### config.mk
export PLATFORM = sky130hd
export DESIGN_NAME = qrisc32_mem_arb_flat
export DESIGN_NICKNAME = d
export VERILOG_FILES = /design/src/rtl/qrisc32_mem_arb_if.sv /design/src/rtl/qrisc32_mem_arb.sv /design/src/flat_wrapper.sv
export SDC_FILE = /design/constraint.sdc
export NUM_CORES = 1
export LEC_CHECK = 0
export CAP_MARGIN = 30
export CELL_PAD_IN_SITES_DETAIL_PLACEMENT = 1
export CELL_PAD_IN_SITES_GLOBAL_PLACEMENT = 2
export CORE_MARGIN = 2
export CORE_UTILIZATION = 23
export CTS_CLUSTER_SIZE = 28
export DETAILED_ROUTE_END_ITERATION = 8
export PLACE_DENSITY = 0.88
export SKIP_LAST_GASP = 1
export SYNTH_ARGS = -nofsm -noshare
export SYNTH_HDL_FRONTEND = slang
export SYNTH_SLANG_ARGS = --single-unit
### constraint.sdc
create_clock -name clk -period 4.2 [get_ports clk]
set_input_delay 0.42 -clock clk [delete_from_list [all_inputs] [get_ports clk]]
set_output_delay 0.42 -clock clk [all_outputs]
set_load 0.01 [all_outputs]
### src/rtl/qrisc32_mem_arb_if.sv
// Bundle of the fetch, data and memory-side signals around the qrisc32 memory arbiter.
// The arbiter uses the slave view; requesters and the memory model use the master view.
interface qrisc32_mem_arb_if;
  logic        flush;

  logic        ireq_valid;
  logic [31:0] ireq_addr;
  logic        ireq_ready;
  logic        irsp_valid;
  logic [31:0] irsp_data;

  logic        dreq_valid;
  logic        dreq_we;
  logic [31:0] dreq_addr;
  logic [31:0] dreq_wdata;
  logic        dreq_ready;
  logic        drsp_valid;
  logic [31:0] drsp_data;

  logic        rsp_err;
  logic        pipe_stall;

  logic        mem_req;
  logic        mem_we;
  logic [31:0] mem_addr;
  logic [31:0] mem_wdata;
  logic        mem_ack;
  logic [31:0] mem_rdata;

  modport slave (
    input  flush,
    input  ireq_valid, ireq_addr,
    output ireq_ready, irsp_valid, irsp_data,
    input  dreq_valid, dreq_we, dreq_addr, dreq_wdata,
    output dreq_ready, drsp_valid, drsp_data,
    output rsp_err, pipe_stall,
    output mem_req, mem_we, mem_addr, mem_wdata,
    input  mem_ack, mem_rdata
  );

  modport master (
    output flush,
    output ireq_valid, ireq_addr,
    input  ireq_ready, irsp_valid, irsp_data,
    output dreq_valid, dreq_we, dreq_addr, dreq_wdata,
    input  dreq_ready, drsp_valid, drsp_data,
    input  rsp_err, pipe_stall,
    input  mem_req, mem_we, mem_addr, mem_wdata,
    output mem_ack, mem_rdata
  );
endinterface

### src/rtl/qrisc32_mem_arb.sv
// Single-port memory arbiter for qrisc32: shares the memory bus between instruction
// fetch (I) and the EX/MEM data path (D), with a D-burst fairness cap and a bus timeout.
module qrisc32_mem_arb #(
  parameter int unsigned DBURST_MAX = 4,
  parameter int unsigned TIMEOUT    = 16
) (
  input  logic               clk,
  input  logic               areset,
  qrisc32_mem_arb_if.slave   bus
);

  localparam int unsigned DW = $clog2(DBURST_MAX + 1);
  localparam int unsigned TW = $clog2(TIMEOUT);

  typedef enum logic [1:0] {
    IDLE   = 2'd0,
    BUSY_I = 2'd1,
    BUSY_D = 2'd2
  } state_t;

  state_t        state_q,       state_d;
  logic [DW-1:0] dcnt_q,        dcnt_d;
  logic [TW-1:0] tcnt_q,        tcnt_d;
  logic          drop_q,        drop_d;
  logic          mem_req_q,     mem_req_d;
  logic          mem_we_q,      mem_we_d;
  logic [31:0]   mem_addr_q,    mem_addr_d;
  logic [31:0]   mem_wdata_q,   mem_wdata_d;
  logic          ireq_ready_q,  ireq_ready_d;
  logic          dreq_ready_q,  dreq_ready_d;
  logic          irsp_valid_q,  irsp_valid_d;
  logic [31:0]   irsp_data_q,   irsp_data_d;
  logic          drsp_valid_q,  drsp_valid_d;
  logic [31:0]   drsp_data_q,   drsp_data_d;
  logic          rsp_err_q,     rsp_err_d;

  logic i_want, d_cap, timeout, is_i, drop_now, done;

  // A fetch request arriving together with a flush is stale and is never granted.
  assign i_want   = bus.ireq_valid & ~bus.flush;
  assign d_cap    = (dcnt_q == DW'(DBURST_MAX));
  assign timeout  = (tcnt_q == TW'(TIMEOUT - 1));
  assign is_i     = (state_q == BUSY_I);
  assign drop_now = drop_q | bus.flush;
  assign done     = bus.mem_ack | timeout;

  always_comb begin
    // NOTE: every signal gets a default first so no path leaves it unassigned (no latches).
    state_d      = state_q;
    dcnt_d       = dcnt_q;
    tcnt_d       = tcnt_q;
    drop_d       = drop_q;
    mem_req_d    = mem_req_q;
    mem_we_d     = mem_we_q;
    mem_addr_d   = mem_addr_q;
    mem_wdata_d  = mem_wdata_q;
    ireq_ready_d = 1'b0;
    dreq_ready_d = 1'b0;
    irsp_valid_d = 1'b0;
    irsp_data_d  = '0;
    drsp_valid_d = 1'b0;
    drsp_data_d  = '0;
    rsp_err_d    = 1'b0;

    unique case (state_q)
      IDLE: begin
        if (!bus.ireq_valid) dcnt_d = '0;
        if (bus.dreq_valid && !(i_want && d_cap)) begin
          state_d      = BUSY_D;
          mem_req_d    = 1'b1;
          dreq_ready_d = 1'b1;
          mem_we_d     = bus.dreq_we;
          mem_addr_d   = bus.dreq_addr;
          mem_wdata_d  = bus.dreq_wdata;
          tcnt_d       = '0;
          // Only D grants made while I is waiting count toward the fairness cap.
          if (bus.ireq_valid && !d_cap) dcnt_d = dcnt_q + DW'(1);
        end else if (i_want) begin
          state_d      = BUSY_I;
          mem_req_d    = 1'b1;
          ireq_ready_d = 1'b1;
          mem_we_d     = 1'b0;
          mem_addr_d   = bus.ireq_addr;
          mem_wdata_d  = '0;
          tcnt_d       = '0;
          dcnt_d       = '0;
          drop_d       = 1'b0;
        end
      end

      BUSY_I, BUSY_D: begin
        if (done) begin
          state_d   = IDLE;
          mem_req_d = 1'b0;
          drop_d    = 1'b0;
          if (is_i) begin
            // A flushed fetch still completes on the bus but returns nothing.
            if (!drop_now) begin
              irsp_valid_d = 1'b1;
              irsp_data_d  = bus.mem_ack ? bus.mem_rdata : '0;
              rsp_err_d    = ~bus.mem_ack;
            end
          end else begin
            drsp_valid_d = 1'b1;
            drsp_data_d  = (bus.mem_ack && !mem_we_q) ? bus.mem_rdata : '0;
            rsp_err_d    = ~bus.mem_ack;
          end
        end else begin
          tcnt_d = tcnt_q + TW'(1);
          if (is_i) drop_d = drop_now;
        end
      end

      default: state_d = IDLE;
    endcase
  end

  always_ff @(posedge clk) begin
    // NOTE: sequential state uses non-blocking assignments so all flops update together.
    if (areset) begin
      state_q      <= IDLE;
      dcnt_q       <= '0;
      tcnt_q       <= '0;
      drop_q       <= 1'b0;
      mem_req_q    <= 1'b0;
      mem_we_q     <= 1'b0;
      mem_addr_q   <= '0;
      mem_wdata_q  <= '0;
      ireq_ready_q <= 1'b0;
      dreq_ready_q <= 1'b0;
      irsp_valid_q <= 1'b0;
      irsp_data_q  <= '0;
      drsp_valid_q <= 1'b0;
      drsp_data_q  <= '0;
      rsp_err_q    <= 1'b0;
    end else begin
      state_q      <= state_d;
      dcnt_q       <= dcnt_d;
      tcnt_q       <= tcnt_d;
      drop_q       <= drop_d;
      mem_req_q    <= mem_req_d;
      mem_we_q     <= mem_we_d;
      mem_addr_q   <= mem_addr_d;
      mem_wdata_q  <= mem_wdata_d;
      ireq_ready_q <= ireq_ready_d;
      dreq_ready_q <= dreq_ready_d;
      irsp_valid_q <= irsp_valid_d;
      irsp_data_q  <= irsp_data_d;
      drsp_valid_q <= drsp_valid_d;
      drsp_data_q  <= drsp_data_d;
      rsp_err_q    <= rsp_err_d;
    end
  end

  assign bus.ireq_ready = ireq_ready_q;
  assign bus.irsp_valid = irsp_valid_q;
  assign bus.irsp_data  = irsp_data_q;
  assign bus.dreq_ready = dreq_ready_q;
  assign bus.drsp_valid = drsp_valid_q;
  assign bus.drsp_data  = drsp_data_q;
  assign bus.rsp_err    = rsp_err_q;
  assign bus.mem_req    = mem_req_q;
  assign bus.mem_we     = mem_we_q;
  assign bus.mem_addr   = mem_addr_q;
  assign bus.mem_wdata  = mem_wdata_q;
  // EX must hold from the moment it asks until the data access leaves the bus.
  assign bus.pipe_stall = bus.dreq_valid | (state_q == BUSY_D);

endmodule
### src/flat_wrapper.sv
// flat-port wrapper written by rule: the top's interface ports become plain ports
module qrisc32_mem_arb_flat 
#(
  parameter int unsigned DBURST_MAX = 4,
  parameter int unsigned TIMEOUT    = 16
)
  (clk, areset, bus_flush, bus_ireq_valid, bus_ireq_addr, bus_ireq_ready, bus_irsp_valid, bus_irsp_data, bus_dreq_valid, bus_dreq_we, bus_dreq_addr, bus_dreq_wdata, bus_dreq_ready, bus_drsp_valid, bus_drsp_data, bus_rsp_err, bus_pipe_stall, bus_mem_req, bus_mem_we, bus_mem_addr, bus_mem_wdata, bus_mem_ack, bus_mem_rdata);
  qrisc32_mem_arb_if bus_i ();
  input  logic clk;
  input  logic areset;
  input wire logic [$bits(bus_i.flush)-1:0] bus_flush;
  input wire logic [$bits(bus_i.ireq_valid)-1:0] bus_ireq_valid;
  input wire logic [$bits(bus_i.ireq_addr)-1:0] bus_ireq_addr;
  output wire logic [$bits(bus_i.ireq_ready)-1:0] bus_ireq_ready;
  output wire logic [$bits(bus_i.irsp_valid)-1:0] bus_irsp_valid;
  output wire logic [$bits(bus_i.irsp_data)-1:0] bus_irsp_data;
  input wire logic [$bits(bus_i.dreq_valid)-1:0] bus_dreq_valid;
  input wire logic [$bits(bus_i.dreq_we)-1:0] bus_dreq_we;
  input wire logic [$bits(bus_i.dreq_addr)-1:0] bus_dreq_addr;
  input wire logic [$bits(bus_i.dreq_wdata)-1:0] bus_dreq_wdata;
  output wire logic [$bits(bus_i.dreq_ready)-1:0] bus_dreq_ready;
  output wire logic [$bits(bus_i.drsp_valid)-1:0] bus_drsp_valid;
  output wire logic [$bits(bus_i.drsp_data)-1:0] bus_drsp_data;
  output wire logic [$bits(bus_i.rsp_err)-1:0] bus_rsp_err;
  output wire logic [$bits(bus_i.pipe_stall)-1:0] bus_pipe_stall;
  output wire logic [$bits(bus_i.mem_req)-1:0] bus_mem_req;
  output wire logic [$bits(bus_i.mem_we)-1:0] bus_mem_we;
  output wire logic [$bits(bus_i.mem_addr)-1:0] bus_mem_addr;
  output wire logic [$bits(bus_i.mem_wdata)-1:0] bus_mem_wdata;
  input wire logic [$bits(bus_i.mem_ack)-1:0] bus_mem_ack;
  input wire logic [$bits(bus_i.mem_rdata)-1:0] bus_mem_rdata;
  assign bus_i.flush = bus_flush;
  assign bus_i.ireq_valid = bus_ireq_valid;
  assign bus_i.ireq_addr = bus_ireq_addr;
  assign bus_ireq_ready = bus_i.ireq_ready;
  assign bus_irsp_valid = bus_i.irsp_valid;
  assign bus_irsp_data = bus_i.irsp_data;
  assign bus_i.dreq_valid = bus_dreq_valid;
  assign bus_i.dreq_we = bus_dreq_we;
  assign bus_i.dreq_addr = bus_dreq_addr;
  assign bus_i.dreq_wdata = bus_dreq_wdata;
  assign bus_dreq_ready = bus_i.dreq_ready;
  assign bus_drsp_valid = bus_i.drsp_valid;
  assign bus_drsp_data = bus_i.drsp_data;
  assign bus_rsp_err = bus_i.rsp_err;
  assign bus_pipe_stall = bus_i.pipe_stall;
  assign bus_mem_req = bus_i.mem_req;
  assign bus_mem_we = bus_i.mem_we;
  assign bus_mem_addr = bus_i.mem_addr;
  assign bus_mem_wdata = bus_i.mem_wdata;
  assign bus_i.mem_ack = bus_mem_ack;
  assign bus_i.mem_rdata = bus_mem_rdata;
  qrisc32_mem_arb #(.DBURST_MAX(DBURST_MAX), .TIMEOUT(TIMEOUT)) u_core (.clk(clk), .areset(areset), .bus(bus_i));
endmodule
# Word-level counts from Yosys, hierarchy flattened
# Cells that the tools add are included.
# W data, S select, Z words.
classes:
  bitwise_logic: 11
  n_shift: 0
  multipliers: 0
  muxes: 32
  div_mod_pow: 0
  add_sub_neg: 2
  n_eq_ne: 10
  magnitude_cmp: 0
  reduce_logical: 22
ops:
  columns: ["cell", "n"]
  rows:
  - ["$mux W32", 4]
  - ["$mux W1", 14]
  - ["$mux W3", 4]
  - ["$mux W4", 3]
  - ["$pmux W4 S2", 1]
  - ["$not A1 Y1", 7]
  - ["$mux W2", 3]
  - ["$ne A3 B1 Y1 const B", 2]
  - ["$reduce_and A3 Y1", 2]
  - ["$reduce_or A3 Y1", 2]
  - ["$reduce_or A6 Y1", 1]
  - ["$reduce_or A5 Y1", 1]
  - ["$add A4 B1 Y4 const B", 1]
  - ["$eq A4 B4 Y1 const B", 1]
  - ["$logic_and A1 B1 Y1", 4]
  - ["$ne A2 B1 Y1 const B", 2]
  - ["$ne A2 B2 Y1 const B", 2]
  - ["$pmux W1 S2", 2]
  - ["$pmux W2 S2", 1]
  - ["$reduce_and A2 Y1", 2]
  - ["$reduce_and A4 Y1", 1]
  - ["$reduce_bool A2 Y1", 2]
  - ["$reduce_or A2 Y1", 2]
  - ["$reduce_or A4 Y1", 1]
  - ["other kinds (8)", 12]
totals:
  ramBits: 0
  romBits: 0
  latch_bits: 0
  memories: 0
  ff_bits: 145

# Depth between registers and ports, before layout
# Gate-level depths: netlist of run 1.
depth:
  word_depth: 7
  mapped_depth: 8
  depth_no_buf: 6

# Worst setup path before layout of run 1
# Ideal clock, no wire load.
synth_path:
  path_type: "register to register"
  from: "register u_core.state_q[0]"
  to: "register u_core.tcnt_q[0]"
  stages_incl_launch_ff: 8
  slack_ps: 2517
  arrival_ps: 1612
  required_ps: 4129
  synth_period_minus_slack_ps: 1683
  cell_sequence: "dfxtp_1 > inv_1 > ha_1 > clkbuf_1 > nor2b_1 > a21o_1 > or3_1 > a21oi_1"
synth_via:
  elab_chain_cells: 4
synth_lines:
  columns: ["item", "line_no", "rtl"]
  rows:
  - ["from (decl)", "qrisc32_mem_arb.sv:21", "state_t state_q, state_d;"]
  - ["from (signal assigned)", "qrisc32_mem_arb.sv:137", "state_q <= state_d;"]
  - ["$eq A2 B2 Y1 or $eq A2 B1 Y1 (tied branches)", "qrisc32_mem_arb.sv:65", "unique case (state_q)"]
  - ["$reduce_or A2 Y1", "qrisc32_mem_arb.sv:65", null]
  - ["$ne A2 B2 Y1 (no line) or $reduce_bool A2 Y1 (tied branches)", null, null]
  - ["$reduce_and A3 Y1 (no line)", null, null]
  - ["to (signal assigned)", "qrisc32_mem_arb.sv:139", "tcnt_q <= tcnt_d;"]
  - ["to (decl)", "qrisc32_mem_arb.sv:23", "logic [TW-1:0] tcnt_q, tcnt_d;"]
# Parallel ways exist; a longest one is shown, timed or not.
# A chain may end at the register's enable or synchronous reset.

# Worst setup path after layout of run 1
layout_path:
  from: "input areset"
  to: "register u_core.irsp_data_q[24] (netlist: u_core.bus.irsp_data[24])"
layout_via:
  elab_chain_cells: 1
layout_lines:
  columns: ["item", "line_no", "rtl"]
  rows:
  - ["from (decl)", "flat_wrapper.sv:10", "input logic areset;"]
  - ["$reduce_or A6 Y1 (no line)", null, null]
  - ["to (signal assigned)", "qrisc32_mem_arb.sv:148", "irsp_data_q <= irsp_data_d;"]
  - ["to (decl)", "qrisc32_mem_arb.sv:32", "logic [31:0] irsp_data_q, irsp_data_d;"]
# No other way between the ends.

==> results of run 1 <==
-- logic make-up (layout without fill, tap and decap cells) --
family / count (synthesis) / count (layout) / synth area share [%]
compound gates: 160 / 160 / 19.4
fa+ha+maj: 7 / 7 / 1.75
buf+inv: 47 / 317 / 4.80
flops: 145 / 145 / 57.9
simple gates: 138 / 138 / 16.1
-- state kept, by name (all words and copies together) (netlist names), 2 cells and up --
register,count
u_core.tcnt_q,4
u_core.bus.mem_wdata,32
u_core.dcnt_q,3
u_core.bus.mem_addr,32
u_core.bus.drsp_data,32
u_core.bus.irsp_data,32
u_core.state_q,2
-- per-stage QoR --
step           cell area, sq um  total power [W]
2_1_floorplan              5010          0.00176
4_1_cts                    8510          0.00370
5_1_grt                    8510          0.00382
3_3_place_gp               7900          0.00211
3_5_place_dp               7900          0.00212
6_report                   8510          0.00364
-- power breakdown --
group | switching, W | internal, W | total (W)
Clock | 0.000705 | 0.000859 | 0.00156
Combinational | 0.000259 | 0.000322 | 0.000581
Sequential | 0.0000423 | 0.00146 | 0.00150
Total | 0.00101 | 0.00264 | 0.00364
-- cell usage after synthesis, drive strengths merged --
cell     count  share of area [%]
a211oi       2               0.30
a21oi       73                7.3
nand2b       1               0.12
clkbuf      11               0.82
and4b        1               0.20
or4          1               0.15
o21ai       38                3.8
ha           7                1.7
or3          1               0.12
a22o        33                5.8
buf         28                3.4
inv          8               0.60
nand3b       3               0.70
o31ai        2               0.30
and4         2               0.35
o211ai       1               0.15
nor2         7               0.67
o21a         1               0.15
nand4b       2               0.65
a2111oi      1               0.20
nor4b        1               0.47
a31oi        4               0.62
nor2b        3               0.37
nand4        1               0.12
and2        34                4.2
nor3         3               0.30
and3        32                4.0
or2          1               0.12
a41oi        1               0.17
nand3        2               0.20
a21o         3               0.45
dfxtp      145                 58
o32ai        1               0.17
nand2       42                3.2
nor4         1               0.12
-- layer usage --
layer  part of all wire, %  routed length [um]
met1                    41                7180
met4                   2.5                 433
met2                    48                8400
met5                     0                   0
met3                   8.2                1430
-- final cells by class --
class | count | area [sq um]
Sequential cell | 145 | 2900
Tap cell | 275 | 344
Timing Repair Buffer | 277 | 2760
Fill cell | 2362 | 12700
Clock buffer | 17 | 425
Multi-Input combinational cell | 305 | 1870
Inverter | 8 | 30.0
Clock inverter | 15 | 186
-- worst max-delay path, delay by kind of cell --
kind | cells | cell delay [ns]
buffers and inverters | 3 | 1.71
and+or+nand+nor | 3 | 0.61
-- how the worst max path moves through the flow --
stage / startpoint / end / cells past startpoint
final: areset / u_core.bus.irsp_data[24] / 6
after global routing: areset / u_core.bus.irsp_data[1] / 6
after CTS: areset / u_core.bus.irsp_data[24] / 6
after detailed placement: areset / u_core.bus.irsp_data[24] / 6
after global placement: areset / u_core.bus.irsp_data[23] / 6
after floorplan: u_core.state_q[0] / u_core.tcnt_q[0] / 7
==> summary.txt, run 1 <==
Run status
  • Status: completed

Clock network
  • CTS sink count: 145
  • Clock insertion delay at the later pin of the skew report: 0.42 ns
  • Clk buf depth: 2
  • CTS H-tree lvls: 4
  • Root Buffer: clkbuf_16
  • Post_cts resized: 0
  • CTS clock-pin slew for the worst setup and hold paths: 0.07 ns
  • TritonCTS buffer count: 17
  • Post-CTS Setup Bufs: 0
  • Hold buffer count at CTS: 0
  • CTS tree: done

Detailed routing
  • Remaining DRCs: 0
  • Routed WL: 17.4 mm
  • Vias per cell: 4.43
  • Via Count: 4621
  • Iter 0 DRT Violations: 128
  • Antenna viol nets, final: 0
  • Pre-antenna DRT Iters: 4
  • Wire length per cell: 16.7 um

Timing
  • Worst-Margin Slew: 0.795 ns
  • Post-layout minimum cycle time: 2.41 ns
  • Slew margin rel.: 46.9%
  • Peak Freq: 415 MHz
  • Period utilization: 57.4%
  • Fin. Hold Viols: 0
  • Skew final: 0.0139 ns
  • Setup-failing EPs final: 0
  • TNS Setup: 0 ns
  • RSZ-0062 raised after global routing: false
  • WHS: 0.471 ns
  • Final worst setup slack: 1.79 ns
  • Fin. max-slew vios: 0

Min path
  • Min-Delay Endpoint: u_core.bus.mem_wdata[14]
  • Hold Path Depth: 1
  • HP Class: register to register
  • HP Start: u_core.bus.mem_wdata[14]

Synthesis
  • Distinct cells, synth: 45
  • Syn nets: 639
  • Post-synthesis sequential area ratio: 57.9%
  • Synthesized area per cell: 10.1 sq um
  • Yosys warns: 0
  • Mapped Area: 5010 sq um
  • Synth Register Bits: 145
  • Post-Synthesis Cells: 497

Worst setup path
  • Largest fanout on the critical path: 39
  • Worst path slowest cell: clkdlybuf4s50_1
  • Crit start category: primary input
  • Worst path cell trace: clkdlybuf4s50_1, inv_2, nand3b_4, nor4b_4, buf_4, and3_1
  • CP arrival: 2.78 ns
  • Reg2reg setup slack: 2.04 ns
  • Depth of the most critical reg-to-reg path: 7
  • Data required, critical path: 4.57 ns
  • Crit. End Element: register
  • Worst r2r src: u_core.dcnt_q[0]
  • Delay of the slowest cell on the worst path: 0.72 ns
  • Worst setup path category: primary input to register
  • Critical R2R Capture: u_core.state_q[1]

Place
  • # placed instances: 1010
  • Port bufs: 270
  • Place WS: 1.30 ns
  • Dpl hpwl: 12.3 mm
  • Gp weighted congestion: 0.727

GRT
  • First-pass GRT wire length: 26.1 mm
  • Total grt overflow: 0
  • Largest net degree at the start of global routing: 40
  • M1 GR Usage: 17.0%
  • Met3 Usage GRT: 4.94%
  • Initial antenna violation count: 0
  • M2 GR Usage: 25.2%
  • GRT Max-Usage Layer: met2
  • Vias in the first global route: 4796
  • GRT Util Overall: 14.8%

Floorplanning
  • Core area: 21200 sq um
  • Initial Utilization: 23.6%
  • Die area: 23000 sq um
  • Die width: 152 um
  • Die H: 152 um
  • IO Pins: 271
  • Rows: 53

Finish
  • Util after Layout: 40.1%
  • Final Instance Count excl. Fillers: 1042
  • N_diodes: 0
  • Fin nets: 896
  • Commonest non-fill, non-tap cell in the layout: clkdlybuf4s50_1
  • Most frequent cells in the layout: 270 x clkdlybuf4s50_1, 145 x dfxtp_1, 73 x a21oi_1, 41 x nand2_1, 34 x and2_1
  • Layout cells sized above 1: 6.13%
  • Area Growth Syn to Fin: 70.0%

Power
  • VDD IR max: 0.228 mV
  • PD cells: 428 nW/um^2
  • Static Leak: 3.38 nW

Job
  • Max Cap Viol: 0
(Power assumes the default switching activity.)
==> inputs of run 2 (changes only) <==
--- a/config.mk
+++ b/config.mk
@@ -9,10 +9,10 @@
 export CELL_PAD_IN_SITES_DETAIL_PLACEMENT = 1
 export CELL_PAD_IN_SITES_GLOBAL_PLACEMENT = 2
 export CORE_MARGIN = 2
-export CORE_UTILIZATION = 23
+export CORE_UTILIZATION = 20
 export CTS_CLUSTER_SIZE = 28
 export DETAILED_ROUTE_END_ITERATION = 8
-export PLACE_DENSITY = 0.88
+export PLACE_DENSITY = 0.82
 export SKIP_LAST_GASP = 1
 export SYNTH_ARGS = -nofsm -noshare
 export SYNTH_HDL_FRONTEND = slang
==> constraint.sdc (replaced) <==
create_clock -name clk -period 2.2 [get_ports clk]
set_input_delay 0.22 -clock clk [delete_from_list [all_inputs] [get_ports clk]]
set_output_delay 0.22 -clock clk [all_outputs]
set_load 0.01 [all_outputs]
==> run 2 against run 1 <==
Against the previous run: setup slack got worse by 1.6 ns; hold slack lost 0.13 ns; sequential share of layout area shrank 0.64 points; critical path type is now register to output port; sequential cell count is the same; largest cell class unchanged; highest routed layer unchanged.
==> summary.txt, run 2 (synthesis gave the netlist of run 1 again) <==
Run status
  • Status: completed

Place
  • Dpl hpwl: 12.7 mm (+3.6%)
  • Gp weighted congestion: 0.757 (+4.1%)
  • Port bufs: 270 (unchanged)

Floorplanning
  • Core area: 24500 sq um (+15%)
  • IO Pins: 271 (unchanged)
  • Initial Utilization: 20.5% (-3.1 points)
  • Die width: 162 um (+7.0%)
  • Die H: 162 um (+7.0%)
  • Rows: 57 (+7.5%)
  • Die area: 26300 sq um (+15%)

Finish
  • Commonest non-fill, non-tap cell in the layout: clkdlybuf4s50_1
  • Fin nets: 904 (+0.89%)
  • Most frequent cells in the layout: 270 x clkdlybuf4s50_1, 145 x dfxtp_1, 73 x a21oi_1, 41 x nand2_1, 34 x and2_1
  • Area Growth Syn to Fin: 73.2%
  • Layout cells sized above 1: 7.10% (+0.97 points)
  • N_diodes: 0 (unchanged)

Timing
  • Fin. max-slew vios: 0 (unchanged)
  • Peak Freq: 498 MHz
  • Fin. Hold Viols: 0 (unchanged)
  • Setup-failing EPs final: 0 (unchanged)
  • Period utilization: 91.2%
  • TNS Setup: 0 ns (unchanged)
  • Skew final: 0.0106 ns (-0.00328 ns)
  • Worst-Margin Slew: 0.800 ns (+0.00471 ns)
  • Slew margin rel.: 46.6% (-0.31 points)
  • Post-layout minimum cycle time: 2.01 ns
  • RSZ-0062 raised after global routing: false
  • WHS: 0.344 ns (-0.127 ns)

Power
  • Share of power burned in registers: 40.7% (-0.4 points)
  • Clock share of power: 43.1% (+0.2 points)
  • VDD IR max: 0.444 mV (+94%)
  • Static Leak: 3.43 nW (+1.6%)
  • Net Sw Frac: 26.7% (-0.88 points)
  • Int Pwr: 0.00515 W (+95%)
  • PD cells: 810 nW/um^2 (+89%)
  • Logic pwr share: 16.2% (+0.3 points)
  • Sw power: 0.00188 W (+87%)

Clock network
  • CTS H-tree lvls: 4 (unchanged)
  • Root Buffer: clkbuf_16
  • CTS tree: done
  • Post_cts resized: 0 (unchanged)
  • Hold buffer count at CTS: 0 (unchanged)
  • CTS clock-pin slew for the worst setup and hold paths: 0.07 ns (about the same)
  • Clk buf depth: 2 (unchanged)
  • Post-CTS Setup Bufs: 0 (unchanged)
  • TritonCTS buffer count: 17 (unchanged)
  • Clock insertion delay at the later pin of the skew report: 0.42 ns (about the same)
  • CTS sink count: 145 (unchanged)

Worst setup path
  • Delay of the slowest cell on the worst path: 0.48 ns (-0.24 ns)
  • CP arrival: 1.79 ns (-0.99 ns)
  • Data required, critical path: 1.98 ns (-2.59 ns)
  • Worst r2r src: u_core.state_q[0]
  • Critical path launch point: u_core.state_q[0]
  • Worst path slowest cell: clkdlybuf4s50_1
  • Crit. End Element: output port
  • Worst setup path category: register to output port
  • Worst path cell trace: inv_1, ha_1, or2_1, clkdlybuf4s50_1
  • Crit start category: register
  • Largest fanout on the critical path: 3 (-92%)

GRT
  • Vias in the first global route: 4831 (+0.73%)
  • Total grt overflow: 0 (unchanged)
  • GRT Util Overall: 13.4% (-1.4 points)
  • Largest net degree at the start of global routing: 37 (-7.5%)
  • First-pass GRT wire length: 27.2 mm (+4.1%)
  • Initial antenna violation count: 0 (unchanged)

Detailed routing
  • Remaining DRCs: 0 (unchanged)
  • Wire length per cell: 16.3 um (-2.6%)
  • Routed WL: 17.9 mm (+2.7%)
  • Antenna viol nets, final: 0 (unchanged)
  • Pre-antenna DRT Iters: 4 (unchanged)
  • Iter 0 DRT Violations: 248 (+94%)
  • Via Count: 4676 (+1.2%)
  • Vias per cell: 4.25 (-4.1%)

Job
  • Max Cap Viol: 0 (unchanged)

Min path
  • HP Class: primary input to register
  • HP Start: bus_ireq_addr[22]
[run 2: critical path: cells and delay by family, from the launching register on]
| family | cells | cell delay (ns) |
|---|---|---|
| simple gates | 1 | 0.22 |
| buf+inv | 2 | 0.57 |
| fa+ha+maj | 1 | 0.21 |
| flops | 1 | 0.36 |
[run 2: layout make-up]
cell class              instances  area, sq um
clock inverters                15          191
flip-flops and latches        145         2900
fillers                      2735        15800
multi-input cells             305         1870
repair buffers                285         2850
well taps                     324          405
inverters                       8         30.0
clock buffers                  17          425
[run 2: metrics by stage]
step	util (%)	total power, W	cells	setup slack [ns]	instance area [sq um]
finish	35.5	0.00703	1099	0.193	8680
global route	35.5	0.00738	1099	0.114	8680
CTS	35.5	0.00718	1099	0.149	8680
detailed placement	33.0	0.00407	1067	0.113	8060
global placement	33.0	0.00405	1067	0.126	8060
floorplan	-	0.00337	497	0.517	5010
[run 2: power groups by stage]
stage	clock (W)	combinational, W	sequential [W]
6_report	0.00303	0.00114	0.00286
3_5_place_dp	0	0.00115	0.00292
2_1_floorplan	0	0.000386	0.00298
5_1_grt	0.00326	0.00124	0.00288
4_1_cts	0.00316	0.00116	0.00286
3_3_place_gp	0	0.00114	0.00291
[run 2: per-layer routing]
layer,wire [um],track usage [%]
met5,0,0
met4,244,4.34
met3,1050,3.83
met2,8970,23.2
met1,7660,16.0
[run 2: path summary, 6_finish.rpt]
check	to	slack [ns]	depth (start not counted)
min reg2reg	u_core.bus.mem_wdata[0]	0.48	1
min	u_core.bus.mem_addr[22]	0.34	3
max	bus_pipe_stall	0.19	4
max reg2reg	u_core.bus.mem_wdata[26]	0.28	5
==> inputs of run 3 (changes only) <==
--- a/config.mk
+++ b/config.mk
@@ -5,7 +5,7 @@
 export SDC_FILE = /design/constraint.sdc
 export NUM_CORES = 1
 export LEC_CHECK = 0
-export CAP_MARGIN = 30
+export CAP_MARGIN = 5
 export CELL_PAD_IN_SITES_DETAIL_PLACEMENT = 1
 export CELL_PAD_IN_SITES_GLOBAL_PLACEMENT = 2
 export CORE_MARGIN = 2
==> constraint.sdc (replaced) <==
create_clock -name clk -period 1.7 [get_ports clk]
set_input_delay 0.17 -clock clk [delete_from_list [all_inputs] [get_ports clk]]
set_output_delay 0.17 -clock clk [all_outputs]
set_load 0.01 [all_outputs]
==> run 3 against run 2 <==
Against the previous run: hold slack worse by 0.051 ns; critical path depth increased by 2; wire length up 3.5%; sequential cell count is the same; design area grew 2.8%; clock-buffer cell count stayed put; non-clock buffer count increased by 16; sequential power rose by 29%; setup slack got worse by 0.13 ns; clock power up 35%; register-to-register slack worse by 0.22 ns.
==> summary.txt, run 3 (synthesis gave the netlist of run 1 again) <==
Run status
  • Status: completed

Finish
  • Final Instance Count excl. Fillers: 1116 (+1.5%)
  • N_diodes: 0 (unchanged)
  • Register area: 2900 sq um (about the same)
  • Multi-input logic area: 1890 sq um (+1.0%)
  • Area Growth Syn to Fin: 78.1%
  • Util after Layout: 36.5% (+1.0 points)
  • Fillers: 2719 (-0.59%)
  • Most frequent cells in the layout: 269 x clkdlybuf4s50_1, 144 x dfxtp_1, 73 x a21oi_1, 41 x nand2_1
  • Fin nets: 921 (+1.9%)
  • Commonest non-fill, non-tap cell in the layout: clkdlybuf4s50_1
  • Layout cells sized above 1: 9.85% (+2.8 points)

Timing
  • Period utilization: 96.5%
  • Fin. max-slew vios: 0 (unchanged)
  • Peak Freq: 610 MHz
  • Worst-Margin Slew: 0.433 ns (-0.367 ns)
  • Setup-failing EPs final: 0 (unchanged)
  • Slew margin rel.: 71.1% (+25 points)
  • Fin. Hold Viols: 0 (unchanged)
  • Post-layout minimum cycle time: 1.64 ns
  • Skew final: 0.00813 ns (-0.00245 ns)
  • RSZ-0062 raised after global routing: true

GRT
  • First-pass GRT wire length: 27.9 mm (+2.7%)
  • Initial antenna violation count: 0 (unchanged)
  • M2 GR Usage: 22.7% (-0.44 points)
  • Total grt overflow: 0 (unchanged)
  • GRT Max-Usage Layer: met2
  • Largest net degree at the start of global routing: 37 (unchanged)
  • Met3 Usage GRT: 3.73% (-0.10 points)
  • Vias in the first global route: 4972 (+2.9%)
  • M1 GR Usage: 16.7% (+0.75 points)
  • GRT Util Overall: 13.7% (+0.35 points)

Worst setup path
  • Worst path cell trace: inv_1, ha_2, nand3b_4, nor4b_4, buf_12, and3_1
  • Delay of the slowest cell on the worst path: 0.36 ns (-0.12 ns)
  • CP arrival: 2.00 ns (+0.21 ns)
  • Reg2reg setup slack: 0.06 ns (-0.22 ns)
  • Crit. End Element: register
  • CP bufs+invs: 2 (unchanged)
  • Largest fanout on the critical path: 33 (+30)
  • Worst path slowest cell: ha_2
  • Crit start category: register
  • Worst setup path category: register to register
  • Delay-heaviest family, CP: simple AND/OR/NAND/NOR gates
  • Data required, critical path: 2.06 ns (+0.08 ns)

Place
  • Dpl hpwl: 12.9 mm (+1.4%)
  • # placed instances: 1082 (+1.4%)
  • Gp weighted congestion: 0.759 (+0.34%)
  • Port bufs: 270 (unchanged)

Floorplanning
  • IO Pins: 271 (unchanged)
  • Rows: 57 (unchanged)
  • Die area: 26300 sq um (unchanged)
  • Die H: 162 um (unchanged)
  • Die width: 162 um (unchanged)
  • Core area: 24500 sq um (unchanged)
  • Initial Utilization: 20.5% (unchanged)

Clock network
  • CTS sink count: 145 (unchanged)
  • CTS tree: done
  • Hold buffer count at CTS: 0 (unchanged)
  • CTS H-tree lvls: 4 (unchanged)
  • CTS clock-pin slew for the worst setup and hold paths: 0.07 ns (about the same)
  • Clk buf depth: 2 (unchanged)
  • Root Buffer: clkbuf_16
  • Clock insertion delay at the later pin of the skew report: 0.42 ns (about the same)
  • TritonCTS buffer count: 17 (unchanged)

Power
  • Static Leak: 3.55 nW (+3.5%)
  • VDD IR max: 0.489 mV (+10%)
  • PD cells: 1050 nW/um^2 (+30%)

Detailed routing
  • Vias per cell: 4.30 (+1.2%)
  • Remaining DRCs: 0 (unchanged)
  • Routed WL: 18.5 mm (+3.5%)
  • Antenna viol nets, final: 0 (unchanged)
  • Wire length per cell: 16.6 um (+1.9%)
  • Iter 0 DRT Violations: 210 (-15%)
  • Via Count: 4804 (+2.7%)
  • Pre-antenna DRT Iters: 4 (unchanged)

Min path
  • HP Class: primary input to register

Job
  • Max Cap Viol: 0 (unchanged)
-- run 3: power by group --
group          leakage (nW)  internal (W)  total (W)  switching [W]
logic                  2.06      0.000910    0.00159       0.000683
clock network         0.311       0.00240    0.00408        0.00169
registers              1.18       0.00360    0.00370      0.0000997
-- run 3: layout make-up --
class	count	share of cell area, %
Clock buffer	17	4.77
Inverter	8	0.336
Tap cell	324	4.54
Clock inverter	15	2.34
Sequential cell	145	32.5
Timing Repair Buffer	301	34.3
Multi-Input combinational cell	306	21.2
-- run 3: final timing paths --
check | from | endpoint | cells past startpoint
max | u_core.state_q[1] | u_core.bus.irsp_data[2] | 6
max reg2reg | u_core.state_q[1] | u_core.bus.irsp_data[2] | 6
min | bus_ireq_addr[23] | u_core.bus.mem_addr[23] | 3
min reg2reg | u_core.bus.mem_wdata[10] | u_core.bus.mem_wdata[10] | 1
-- run 3: metrics by stage --
step | setup TNS, ns | setup WS, ns | power [W] | hold slack [ns] | area, sq um
finish | 0 | 0.0598 | 0.00938 | 0.293 | 8920
global route | -0.0883 | -0.0165 | 0.00982 | 0.295 | 8920
CTS | -1.58 | -0.0693 | 0.00952 | 0.278 | 8870
detailed placement | -10.80 | -0.217 | 0.00535 | 0.458 | 8240
global placement | -12.23 | -0.233 | 0.00533 | 0.456 | 8240
floorplan | 0 | 0.0168 | 0.00436 | 0.247 | 5010
-- run 3: worst min-delay path, cell delays in order --
cell and delay, ns:
clkdlybuf4s50_1 0.40, nand2_1 0.06, a21oi_1 0.05
-- run 3: metal layers --
| metal | share of wire (%) | up-vias |
|---|---|---|
| li1 | - | 2314 |
| met3 | 6.1 | 32 |
| met1 | 42 | 2294 |
| met2 | 49 | 164 |
| met4 | 2.5 | 0 |
| met5 | 0 | - |
-- run 3: what timing repair did --
item,in CTS,in global routing
gates resized for setup,3,13
gates cloned,0,1
setup buffers,0,1
pin swaps,0,2
setup endpoints to repair,34,88
